==> src/rtl/inverter_pkg.sv <==
// Shared definitions for the inverter pipeline.
//   mode_t  : per-word bit operation selector
//   MODE_W  : width of the mode field
//   OP_W    : widest word bit_op can handle (callers zero-extend into it)
//   bit_op  : result word for a given data/mode/mask, reversal taken over
//             the low 'width' bits only
package inverter_pkg;

  localparam int MODE_W = 2;
  localparam int OP_W   = 256;
  localparam int OP_IW  = $clog2(OP_W);

  typedef enum logic [MODE_W-1:0] {
    MODE_PASS   = 2'd0,
    MODE_INVERT = 2'd1,
    MODE_MASKED = 2'd2,
    MODE_REVINV = 2'd3
  } mode_t;

  function automatic logic [OP_W-1:0] bit_op(
    input logic [OP_W-1:0] data,
    input mode_t           mode,
    input logic [OP_W-1:0] mask,
    input int unsigned     width
  );
    logic [OP_W-1:0]  r;
    logic [OP_IW-1:0] idx;
    r   = '0;
    idx = '0;
    case (mode)
      MODE_PASS:   r = data;
      MODE_INVERT: r = ~data;
      MODE_MASKED: r = data ^ mask;
      MODE_REVINV: begin
        // Mirror within the live word width, not within OP_W.
        for (int i = 0; i < OP_W; i++) begin
          if (i < width) begin
            idx  = OP_IW'(width - 1 - i);
            r[i] = ~data[idx];
          end
        end
      end
      default:     r = data;
    endcase
    return r;
  endfunction

endpackage

==> src/rtl/inverter_stage.sv <==
// One pipeline slot: a valid bit plus a WIDTH-bit data register.
//   clk, rst_n       : clock, asynchronous active-low reset
//   adv              : shift enable; slot holds when low
//   d_valid, d_data  : value loaded on an advancing edge
//   q_valid, q_data  : registered slot contents
module inverter_stage #(
  parameter int WIDTH = 32
) (
  input  logic             clk,
  input  logic             rst_n,
  input  logic             adv,
  input  logic             d_valid,
  input  logic [WIDTH-1:0] d_data,
  output logic             q_valid,
  output logic [WIDTH-1:0] q_data
);

  always_ff @(posedge clk or negedge rst_n) begin
    if (!rst_n) begin
      q_valid <= 1'b0;
      q_data  <= '0;
    end else if (adv) begin
      q_valid <= d_valid;
      q_data  <= d_data;
    end
  end

endmodule

==> src/rtl/inverter_pipe.sv <==
// Pipelined, mode-selectable bit inverter with valid/ready flow control.
//   clk, rst_n                 : clock, asynchronous active-low reset
//   in_valid/in_ready/in_data  : input stream; in_mode and in_mask travel
//                                with in_data
//   out_valid/out_ready/out_data : output stream
//   cnt_clr                    : synchronous clear of xfer_cnt (wins over
//                                a same-cycle count)
//   xfer_cnt                   : completed output handshakes, wrapping
// WIDTH must not exceed inverter_pkg::OP_W.
module inverter_pipe
  import inverter_pkg::*;
#(
  parameter int WIDTH  = 32,
  parameter int STAGES = 2,
  parameter int CNT_W  = 16
) (
  input  logic              clk,
  input  logic              rst_n,
  input  logic              in_valid,
  output logic              in_ready,
  input  logic [WIDTH-1:0]  in_data,
  input  logic [MODE_W-1:0] in_mode,
  input  logic [WIDTH-1:0]  in_mask,
  output logic              out_valid,
  input  logic              out_ready,
  output logic [WIDTH-1:0]  out_data,
  input  logic              cnt_clr,
  output logic [CNT_W-1:0]  xfer_cnt
);

  // Whole pipeline moves in lockstep: it shifts whenever the last slot is
  // empty or being drained, bubbles included.
  logic adv;
  assign adv      = !out_valid || out_ready;
  assign in_ready = adv;

  logic [OP_W-1:0] data_ext;
  logic [OP_W-1:0] mask_ext;
  logic [OP_W-1:0] res_ext;

  always_comb begin
    data_ext             = '0;
    mask_ext             = '0;
    data_ext[WIDTH-1:0]  = in_data;
    mask_ext[WIDTH-1:0]  = in_mask;
  end

  assign res_ext = bit_op(data_ext, mode_t'(in_mode), mask_ext, WIDTH);

  // Bits above WIDTH are always zero-extension residue.
  logic unused_res;
  assign unused_res = &{1'b0, res_ext};

  // Chain index 0 is the combinational result at acceptance; index s+1 is
  // the output of stage s.
  logic [STAGES:0]  vld_p;
  logic [WIDTH-1:0] data_p [STAGES+1];

  assign vld_p[0]  = in_valid;
  assign data_p[0] = res_ext[WIDTH-1:0];

  for (genvar s = 0; s < STAGES; s++) begin : g_stage
    // stage s -> stage s+1
    inverter_stage #(.WIDTH(WIDTH)) u_stage (
      .clk     (clk),
      .rst_n   (rst_n),
      .adv     (adv),
      .d_valid (vld_p[s]),
      .d_data  (data_p[s]),
      .q_valid (vld_p[s+1]),
      .q_data  (data_p[s+1])
    );
  end

  assign out_valid = vld_p[STAGES];
  assign out_data  = data_p[STAGES];

  always_ff @(posedge clk or negedge rst_n) begin
    if (!rst_n) begin
      xfer_cnt <= '0;
    end else if (cnt_clr) begin
      xfer_cnt <= '0;
    end else if (out_valid && out_ready) begin
      xfer_cnt <= xfer_cnt + CNT_W'(1);
    end
  end

endmodule
==> config.mk <==
export PLATFORM = sky130hd
export DESIGN_NAME = inverter_pipe
export DESIGN_NICKNAME = d
export VERILOG_FILES = /design/src/rtl/inverter_pkg.sv /design/src/rtl/inverter_stage.sv /design/src/rtl/inverter_pipe.sv
export SDC_FILE = /design/constraint.sdc
export NUM_CORES = 1
export LEC_CHECK = 0
export CORE_MARGIN = 2
export CORE_UTILIZATION = 66
export DETAILED_ROUTE_END_ITERATION = 7
export DONT_BUFFER_PORTS = 1
export PLACE_DENSITY_LB_ADDON = 0.3
export SYNTH_ARGS = -nofsm -noshare
export SYNTH_HDL_FRONTEND = slang
export SYNTH_SLANG_ARGS = --single-unit
export TNS_END_PERCENT = 30
==> constraint.sdc <==
create_clock -name clk -period 3.3 [get_ports clk]
set_input_delay 0 -clock clk [delete_from_list [all_inputs] [get_ports clk]]
set_output_delay 0 -clock clk [all_outputs]
set_load 0.05 [all_outputs]
### After elaboration in Yosys (flattened, before gate mapping)

Cells that the tools add are included.

| word-level totals | value |
|---|---|
| output and inout port bits | 50 |
| register bits | 82 |

| operators by class | value |
|---|---|
| bitwise operators | 34 |
| reduce and logical (&&, ||, !) cells | 5 |
| muxes and demuxes | 3 |
| equal/unequal tests | 3 |
| add/sub/neg operators | 1 |

Operator list:

| cell | count |
|---|---|
| $pmux 32 s4 | 1 |
| $mux 16 | 2 |
| $not 1->1 | 32 |
| $not 32->32 | 1 |
| $xor 32x32->32 | 1 |
| $add 16x1->16 const B | 1 |
| $eq 2x2->1 const B | 2 |
| $eq 2x1->1 const B | 1 |
| $logic_not 2->1 | 1 |
| $reduce_bool 2->1 | 1 |
| $logic_and 1x1->1 | 1 |
| $logic_not 1->1 | 1 |
| $logic_or 1x1->1 | 1 |

### Longest topological paths before layout

Gate-level depths: netlist of run 1.

| logic depth | value |
|---|---|
| depth in word-level cells | 3 |
| depth in mapped cells | 6 |
| gate-level depth less buffers | 5 |

### Cells and area by module

Synthesis of run 1 repeated with hierarchy kept, for this count alone.

| unflattened totals | value |
|---|---|
| cell total of the unflattened synthesis | 466 |
| area, all modules | 4,852.2 µm² |

Modules (own cells, without submodules):

| module | seq. area each (µm²) | cells an instance | area an instance (µm²) | instances |
|---|---|---|---|---|
| inverter_stage | 825.8 | 70 | 1,381.3 | 2 |
| inverter_pipe | 400.4 | 326 | 2,089.5 | 1 |

### Worst setup path after synthesis of run 1

Ideal clock, no wire load.

| timing | value |
|---|---|
| kind | register to register |
| from | reg xfer_cnt[6] |
| to | reg xfer_cnt[15] |
| path slack | 1.462 ns |
| clock period less this slack | 1.838 ns |
| data arrival time | 1.761 ns |
| required time | 3.223 ns |
| cell stages (with the launch flop) | 5 |
| buffers on the path | 0 |
| cells stage by stage | dfrtp_1 and4_1 nand4_2 or4_1 a21oi_1 |

| on the way | value |
|---|---|
| cells in the longest elaborated chain, start to end | 3 |

Ends and longest elaborated chain:

| item | RTL line | source |
|---|---|---|
| from (decl) | inverter_pipe.sv:28 | `output logic [CNT_W-1:0] xfer_cnt` |
| from (signal assigned) | inverter_pipe.sv:84 | `xfer_cnt <= xfer_cnt + CNT_W'(1);` |
| $add 16x1->16 | inverter_pipe.sv:84 |  |
| $mux 16 | inverter_pipe.sv:83 | `end else if (out_valid && out_ready) begin` |
| $mux 16 | inverter_pipe.sv:81 | `end else if (cnt_clr) begin` |

No other way between the ends. The select of a mux whose other input is x is not followed.
A chain may end at the register's enable or synchronous reset.

### Worst setup path after layout of run 1

| timing | value |
|---|---|
| from | reg g_stage[1].u_stage.q_valid |
| to | out in_ready |

| on the way | value |
|---|---|
| cells in the longest elaborated chain, start to end | 2 |

Ends and longest elaborated chain:

| item | RTL line | source |
|---|---|---|
| from (decl) | inverter_stage.sv:14 | `output logic q_valid,` |
| from (signal assigned) | inverter_stage.sv:23 | `q_valid <= d_valid;` |
| $logic_not 1->1 | inverter_pipe.sv:34 | `assign adv = !out_valid \|\| out_ready;` |
| $logic_or 1x1->1 | inverter_pipe.sv:34 |  |
| to (decl) | inverter_pipe.sv:20 | `output logic in_ready,` |

No other way between the ends.

==> results.md, run 1 <==
* Average wire per cell in the routed design at 16.4 microns
* Largest net degree at the start of global routing at 129
* First-pass GRT wire length at 16,400 microns
* Synth Cell Area at 0.00474 sq mm
* Final Non-Filler Cells at 643
* Starting Density at 69.0%
* DIE WIDTH at 88.8 microns
* Clk buf depth at 2
* GPL Wtd Cong at 0.773
* Critical Path AT at 2.24 ns
* Met1 usage at between 30% and 40%
* Grt ovf at 0
* Initial antenna violation count at 0
* Cts bufs inserted at 9
* Nets at slightly above 600
* Final WL at 10,600 microns
* DR iter-0 viols at 250
* I/O Buffers at 0
* Syn Nets at 608
* Layout Skew at 0.00748 ns
* Core area at ~0.0069 sq mm
* GRT Total Usage at 27.5%
* Die area at 0.00788 sq mm
* Clock sinks at 82
* Reg2reg setup slack at roughly 1.2 ns
* Area Overhead vs Synth at 12.6%
* Postcts setup bufs at 0
* Failing checks: hold timing
* Pre-CTS worst setup slack at ~1.2 ns
* Worst hold path class: primary input to flip-flop
* Final count of pins violating max slew at 0
* Req. time, crit path at 3.30 ns
* Worst-Margin Slew at a little over 1 ns
* Number of global-route vias before repair at 3,592
* ANT nets after route at 0
* P_leak at 2.30 nW
* Worst-path clk slew at 0.08 ns
* Min Tclk post-route at 2.24 ns
* Vias at 3,736
* Synth Area in Adders at less than 1%
* Yosys cell types at 29
* Xor/xnor share of the synthesized area at 7.94%
* Reg2Reg Capture Point: g_stage[1].u_stage.q_data[19]
* Largest family of logic cells by synthesized area: simple AND/OR/NAND/NOR gates
* DR pass1 iterations at 5
* Row count at 30
* RSZ-0062 raised after global routing: no
* Clock Latency Late Sink at 0.34 ns
* Pwr Density at approximately 540 mW/mm^2
* Design Area, Final at 0.00534 sq mm
* Top Usage Layer GRT: met2
* HPWL after DPL at 6420 microns
* CP max FO at 99
* Crit end category: primary output
* Critical path endpoint: in_ready
* Mapped Avg Cell Area at 8.85 sq um
* Max-Cap Viols at 0
* Max IR drop VDD at 0.473 mV
* Final Total Pwr at 2.89 mW
* Dpl cell area at 0.00448 sq mm
* Root Buffer: clkbuf_8
* Met2 Track Usage GR at between 40 and 50%
* CTS tree: built
* Yosys reg bits at slightly above 80
* Status: finished, violations left
* Dpl cells at 567
* Max-slew headroom at 31.4%
* Syn Inst Count at 536
* Fin crit share at between 60% and 70%
* Die H at 88.8 microns
* Worst r2r path cells at 2
* Crit Path Category: flip-flop to primary output
* Max Clk Rate at 446 MHz
* Ports at 121
* Layout cell share with drive strength beyond 1 at 9.69%
* Multiplexer share of the synthesized area at under 10%
* Post-Synth Simple-Gate Area at 18.5%
* Startpoint types: flip-flop
* Final setup violation count at 0
* Final WS setup at 1.06 ns
* Grt met3 use at about a tenth
* Setup crit start: g_stage[1].u_stage.q_valid
* Compound-Gate Fraction of Synth Area at 13.8%
* Antenna diodes at 0
* H-tree Lvls at 3
* CTS Hold Bufs at 62
* PostCTS Resize Cnt at 0
* Setup_tns at 0 ns
* Worst hold margin at -0.00252 ns
* RR Startpoint: g_stage[1].u_stage.q_valid
* Synth Warn # at 0
* Final hold vios at 1
* Sequential share of the synthesized area at 43.3%
* Vias/cell at 5.81
* DRC errors left at 0
-- report_power, final --
group / switching, mW / internal, mW / leakage [nW] / total, mW
registers: 0.479 / 1.16 / 0.955 / 1.64
logic: 0.209 / 0.264 / 1.24 / 0.474
clock network: 0.331 / 0.438 / 0.105 / 0.769
total: 1.02 / 1.87 / 2.30 / 2.89
-- cell usage after synthesis, drive strengths merged --
| library cell | instances | share of area (%) |
|---|---|---|
| dfrtp | 82 | 43 |
| nor2 | 76 | 6.0 |
| nand2 | 70 | 5.5 |
| buf | 50 | 7.0 |
| a21oi | 37 | 3.9 |
| xor2 | 36 | 6.6 |
| o21ai | 35 | 3.7 |
| nor3 | 34 | 3.6 |
| mux2 | 33 | 7.8 |
| a211o | 32 | 5.9 |
| clkbuf | 16 | 1.3 |
| xnor2 | 7 | 1.3 |
| nand3 | 6 | 0.63 |
| nand4 | 6 | 0.92 |
| or3 | 3 | 0.45 |
| and3 | 2 | 0.26 |
| nand2b | 2 | 0.26 |
| nor4 | 2 | 0.26 |
| a21o | 1 | 0.16 |
| and4 | 1 | 0.18 |
| ha | 1 | 0.26 |
| inv | 1 | 0.079 |
| nor4b | 1 | 0.18 |
| o31ai | 1 | 0.16 |
| or4 | 1 | 0.16 |
-- worst min-delay path by stage --
stage | startpoint | endpoint | slack [ns] | cells after the start
finish | in_data[18] | g_stage[0].u_stage.q_data[13] | -0.003 | 4
global route | in_data[18] | g_stage[0].u_stage.q_data[13] | 0.001 | 4
CTS | in_data[1] | g_stage[0].u_stage.q_data[1] | 0.0008 | 4
detailed placement | rst_n | g_stage[0].u_stage.q_data[16] | -0.29 | 0
global placement | rst_n | g_stage[1].u_stage.q_data[17] | -0.29 | 0
floorplan | rst_n | g_stage[0].u_stage.q_data[0] | -0.30 | 0
-- registers in the layout, indices dropped and copies added (netlist names) --
name and flops:
g_stage.u_stage.q_data 64, g_stage.u_stage.q_valid 2, xfer_cnt 16
-- critical path: stages (launching register included) --
cell	delay (ns)
dfrtp_1	0.76
nand2b_4	0.68
buf_4	0.44
-- cells by family after synthesis --
| group | after synthesis |
|---|---|
| muxes | 33 |
| adders and majority gates | 1 |
| and+or+nand+nor | 204 |
| AOI/OAI and AO/OA | 106 |
| DFF | 82 |
| xor gates and xnor gates | 43 |
| buffers and inverters | 67 |
-- area by class of cell --
cell class / instances / area, sq um
multi-input combinational: 387 / 2300
sequential: 82 / 2050
fill: 483 / 1530
timing repair buffer: 63 / 656
clock buffer: 11 / 141
tap: 96 / 120
clock inverter: 3 / 65.1
inverter: 1 / 3.75
-- metrics by stage --
stage / hold WS [ns] / util [%]
2_1_floorplan: -0.296 / -
3_3_place_gp: -0.294 / 65.3
3_5_place_dp: -0.294 / 65.3
4_1_cts: 0.000812 / 77.7
5_1_grt: 0.00147 / 77.7
6_report: -0.00252 / 77.7
-- layout by cell type, fill, tap and decap left out, types with 2 or more instances in the layout --
| master | count |
|---|---|
| dfrtp_1 | 82 |
| nor2_1 | 76 |
| nand2_1 | 70 |
| dlygate4sd3_1 | 60 |
| a21oi_1 | 37 |
| xor2_1 | 36 |
| o21ai_0 | 35 |
| nor3_1 | 34 |
| mux2_2 | 33 |
| a211o_1 | 32 |
| clkbuf_8 | 10 |
| xnor2_1 | 7 |
| nand3_1 | 6 |
| nand4_1 | 5 |
| nor4_1 | 2 |
| and3_1 | 2 |
| or3_2 | 2 |
| bufinv_16 | 2 |
-- metal layers --
| metal | wire length (microns) | vias to the layer above |
|---|---|---|
| met4 | 239 | 0 |
| met2 | 5510 | 104 |
| met1 | 4110 | 1789 |
| met3 | 704 | 16 |
| li1 | - | 1827 |
| met5 | 0 | - |
No activity file was read; power rests on OpenSTA's default activity.
==> run 2, diff against run 1 <==
- ABC_AREA: not set -> 1
- CORE_UTILIZATION: 66 -> 57
- clock period: 3.3 -> 1.9 ns (I/O delays scaled with it)
==> results.md, run 2 <==
* Initial antenna violation count at 0 (unchanged)
* Synth Cell Area at 0.00447 sq mm (was 0.00474 sq mm)
* Layout fillers at 617 (was 483)
* Most frequent cells in the layout: nand2_1, nor2_1, dfrtp_1 (was dfrtp_1, nor2_1, nand2_1)
* Final hold vios at 82 (was 1)
* Post-synth top cells: nand2_1, nor2_1, dfrtp_1, o21ai_0, inv_1 (was dfrtp_1, nor2_1, nand2_1, a21oi_1, xor2_1)
* Max-slew headroom at 62.1% (was 31.4%)
* FF/Latch Area at 0.00205 sq mm (unchanged)
* Root Buffer: clkbuf_8 (unchanged)
* Max IR drop VDD at 0.519 mV (was 0.473 mV)
* Reg2Reg Capture Point: g_stage[0].u_stage.q_data[6] (was g_stage[1].u_stage.q_data[19])
* Setup_tns at 0 ns (unchanged)
* Reg2reg setup slack at 0.26 ns (was 1.17 ns)
* Ports at 121 (unchanged)
* DRC errors left at 0 (unchanged)
* Post-Synth Simple-Gate Area at 29.6% (was 18.5%)
* Vias at 4,023 (was 3,736)
* Critical Path AT at 1.98 ns (was 2.24 ns)
* GRT Total Usage at 27.0% (was 27.5%)
* Multiplexer share of the synthesized area at 0% (was 7.84%)
* I/O Buffers at 0 (unchanged)
* Final count of pins violating max slew at 0 (unchanged)
* Average wire per cell in the routed design at 14.7 microns (was 16.4 microns)
* Count leader, synth: nand2_1 (was dfrtp_1)
* WL met1 at 4650 microns (was 4110 microns)
* Util after Layout at 68.0% (was 77.7%)
* Met2 wire len at 5260 microns (was 5510 microns)
* Mapped Avg Cell Area at 7.22 sq um (was 8.85 sq um)
* RSZ-0062 raised after global routing: no (unchanged)
* DR iter-0 viols at 290 (was 250)
* Clk buf depth at 2 (unchanged)
* Number of global-route vias before repair at 3,904 (was 3,592)
* GPL Wtd Cong at 0.852 (was 0.773)
* Worst-path clk slew at 0.08 ns (about the same)
* Die area at 0.00856 sq mm (was 0.00788 sq mm)
* Worst-Margin Slew at 0.567 ns (was 1.03 ns)
* Dpl cells at 682 (was 567)
* Worst r2r path cells at 6 (was 2)
* ANT nets after route at 0 (unchanged)
* Layout Skew at 0.00878 ns (was 0.00748 ns)
* Crit end category: flip-flop (was primary output)
* Die H at 92.5 microns (was 88.8 microns)
* DIE WIDTH at 92.5 microns (was 88.8 microns)
* Row count at 32 (was 30)
* Vias/cell at 5.31 (was 5.81)
* Syn Nets at 691 (was 608)
* Antenna diodes at 0 (unchanged)
* Max reg flops at 64 (unchanged)
* Largest family of logic cells by synthesized area: simple AND/OR/NAND/NOR gates (unchanged)
* Setup crit start: in_mode[1] (was g_stage[1].u_stage.q_valid)
* Grt ovf at 0 (unchanged)
* Xor/xnor share of the synthesized area at 0% (was 7.94%)
* DR top layer: met4 (unchanged)
* Yosys reg bits at 82 (unchanged)
* Final WL at 11,200 microns (was 10,600 microns)
* Crit-path cells: dlygate4sd3_1 -> a21oi_1 -> dlygate4sd3_1 -> nand2_1 -> nand3_1 -> nor2_1 -> a21oi_1 (was nand2b_4 -> buf_4)
* HPWL after DPL at 7190 microns (was 6420 microns)
* Sequential share of the synthesized area at 45.9% (was 43.3%)
* Pre-CTS worst setup slack at 0.387 ns (was 1.22 ns)
* Design Area, Final at 0.00520 sq mm (was 0.00534 sq mm)
* Area Overhead vs Synth at 16.4% (was 12.6%)
* Post-synthesis async set-or-reset flop share at 100% (unchanged)
* P_leak at 2.58 nW (was 2.30 nW)
* Multi-input logic area at 0.00182 sq mm (was 0.00230 sq mm)
* Nets at 723 (was 616)
* Final Total Pwr at 4.96 mW (was 2.89 mW)
* Postcts setup bufs at 0 (unchanged)
* Clock Latency Late Sink at 0.35 ns (was 0.34 ns)
* CP max FO at 22 (was 99)
* Status: finished, violations left (unchanged)
* CTS Hold Bufs at 60 (was 62)
* Compound-Gate Fraction of Synth Area at 10.8% (was 13.8%)
* Largest area contributor in the netlist: dfrtp_1 (unchanged)
* Area fraction of the dominant cell type after synthesis at 45.9% (was 43.3%)
* Dpl cell area at 0.00438 sq mm (was 0.00448 sq mm)
* Max Clk Rate at about 570 MHz
* CTS tree: built (unchanged)
* Worst hold path class: primary input to async pin (was primary input to flip-flop)
* Post-synth EDFFs at 0 (unchanged)
* Pwr Density at 953 mW/mm^2 (was 541 mW/mm^2)
* Max incr delay on CP at 0.90 ns (was 0.76 ns)
* Cts bufs inserted at 9 (unchanged)
* Primary FF master, synth: dfrtp_1 (unchanged)
* Fin crit share at 91.6%
* Synth Warn # at 0 (unchanged)
* Syn Inst Count at 619 (was 536)
* Crit-path slowest cell: dlygate4sd3_1 (was dfrtp_1)
* Failing checks: hold timing (unchanged)
* Min Tclk post-route at 1.74 ns
* Final setup violation count at 0 (unchanged)
* Layout cell share with drive strength beyond 1 at 6.71% (was 9.69%)
* Most flop-heavy register: g_stage.u_stage.q_data (unchanged)
* First-pass GRT wire length at 18,200 microns (was 16,400 microns)
* Req. time, crit path at 2.14 ns (was 3.30 ns)
* Startpoint types: primary input (was flip-flop)
* Top cells by area, synth: dfrtp_1, nand2_1, nor2_1 (was dfrtp_1, mux2_2, xor2_1)
* DR pass1 iterations at 5 (unchanged)
* Biggest regs: g_stage.u_stage.q_data (64), xfer_cnt (16), g_stage.u_stage.q_valid (2) (unchanged)
* Core area at 0.00765 sq mm (was 0.00687 sq mm)
* Commonest non-fill, non-tap cell in the layout: nand2_1 (was dfrtp_1)
* Final Non-Filler Cells at 758 (was 643)
* Starting Density at 58.4% (was 69.0%)
* Largest net degree at the start of global routing at 83 (was 129)
* Crit Path Category: primary input to flip-flop (was flip-flop to primary output)
* Met3 wire length at 1010 microns (was 704 microns)
* Max-Cap Viols at 0 (unchanged)
* Critical path endpoint: g_stage[0].u_stage.q_data[2] (was in_ready)
* RR Startpoint: g_stage[1].u_stage.q_valid (unchanged)
* Final WS setup at 0.160 ns (was 1.06 ns)
* H-tree Lvls at 3 (unchanged)
* Worst hold margin at -0.668 ns (was -0.00252 ns)
* Yosys cell types at 25 (was 29)
* Synth Area in Adders at 0.280% (was 0.264%)
* Clock sinks at 82 (unchanged)
[run 2: cell types whose count changed after synthesis, sizes merged, moves of 31 or more]
cell   delta
mux2     -33
nand2   +108
inv      +53
a211o    -32
nand3    +31
xor2     -36
[run 2: worst max-delay path, delay by kind of cell]
family / cells / cell delay, ns
and+or+nand+nor: 3 / 0.23
AOI/OAI and AO/OA: 2 / 0.24
buffers and inverters: 2 / 1.52
[run 2: where the power goes]
group	leakage (nW)	switching, mW	internal [mW]	total, mW
combinational	1.48	0.522	0.340	0.863
clock	0.105	0.599	0.780	1.38
sequential	0.993	0.704	2.01	2.72
total	2.58	1.83	3.13	4.96
[run 2: logic make-up (layout without fill, tap and decap cells)]
logic type	after synthesis	after routing
AOI/OAI and AO/OA	93	93
DFF	82	82
and+or+nand+nor	329	329
buffers and inverters	114	151
adders and majority gates	1	1
[run 2: timing repair]
| item | CTS | global route |
|---|---|---|
| setup endpoints to repair | 0 | 1 |
| endpoints found under the hold margin | 121 | 82 |
| resized for setup | 0 | 1 |
[run 2: layout make-up]
class	count	area share (%)
clock buffer	14	2.93
clock inverter	2	1.15
inverter	54	3.90
multi-input combinational	423	35.0
sequential	82	39.5
tap	102	2.45
timing repair buffer	81	15.1
[run 2: worst min-delay path by stage]
stage / startpoint / end / slack [ns] / depth (start not counted)
finish: rst_n / g_stage[0].u_stage.q_data[15] / -0.67 / 0
global route: rst_n / g_stage[0].u_stage.q_data[15] / -0.68 / 0
floorplan: rst_n / g_stage[0].u_stage.q_data[0] / -0.30 / 0
detailed placement: rst_n / g_stage[1].u_stage.q_data[20] / -0.29 / 0
global placement: rst_n / g_stage[1].u_stage.q_data[18] / -0.29 / 0
CTS: rst_n / g_stage[0].u_stage.q_data[15] / -0.68 / 0
[run 2: metal layers]
layer | GRT usage (%) | up-vias
met1 | 35.5 | 1832
met3 | 6.67 | 21
met2 | 43.7 | 186
met4 | 9.70 | 0
li1 | - | 1984
met5 | 0 | -
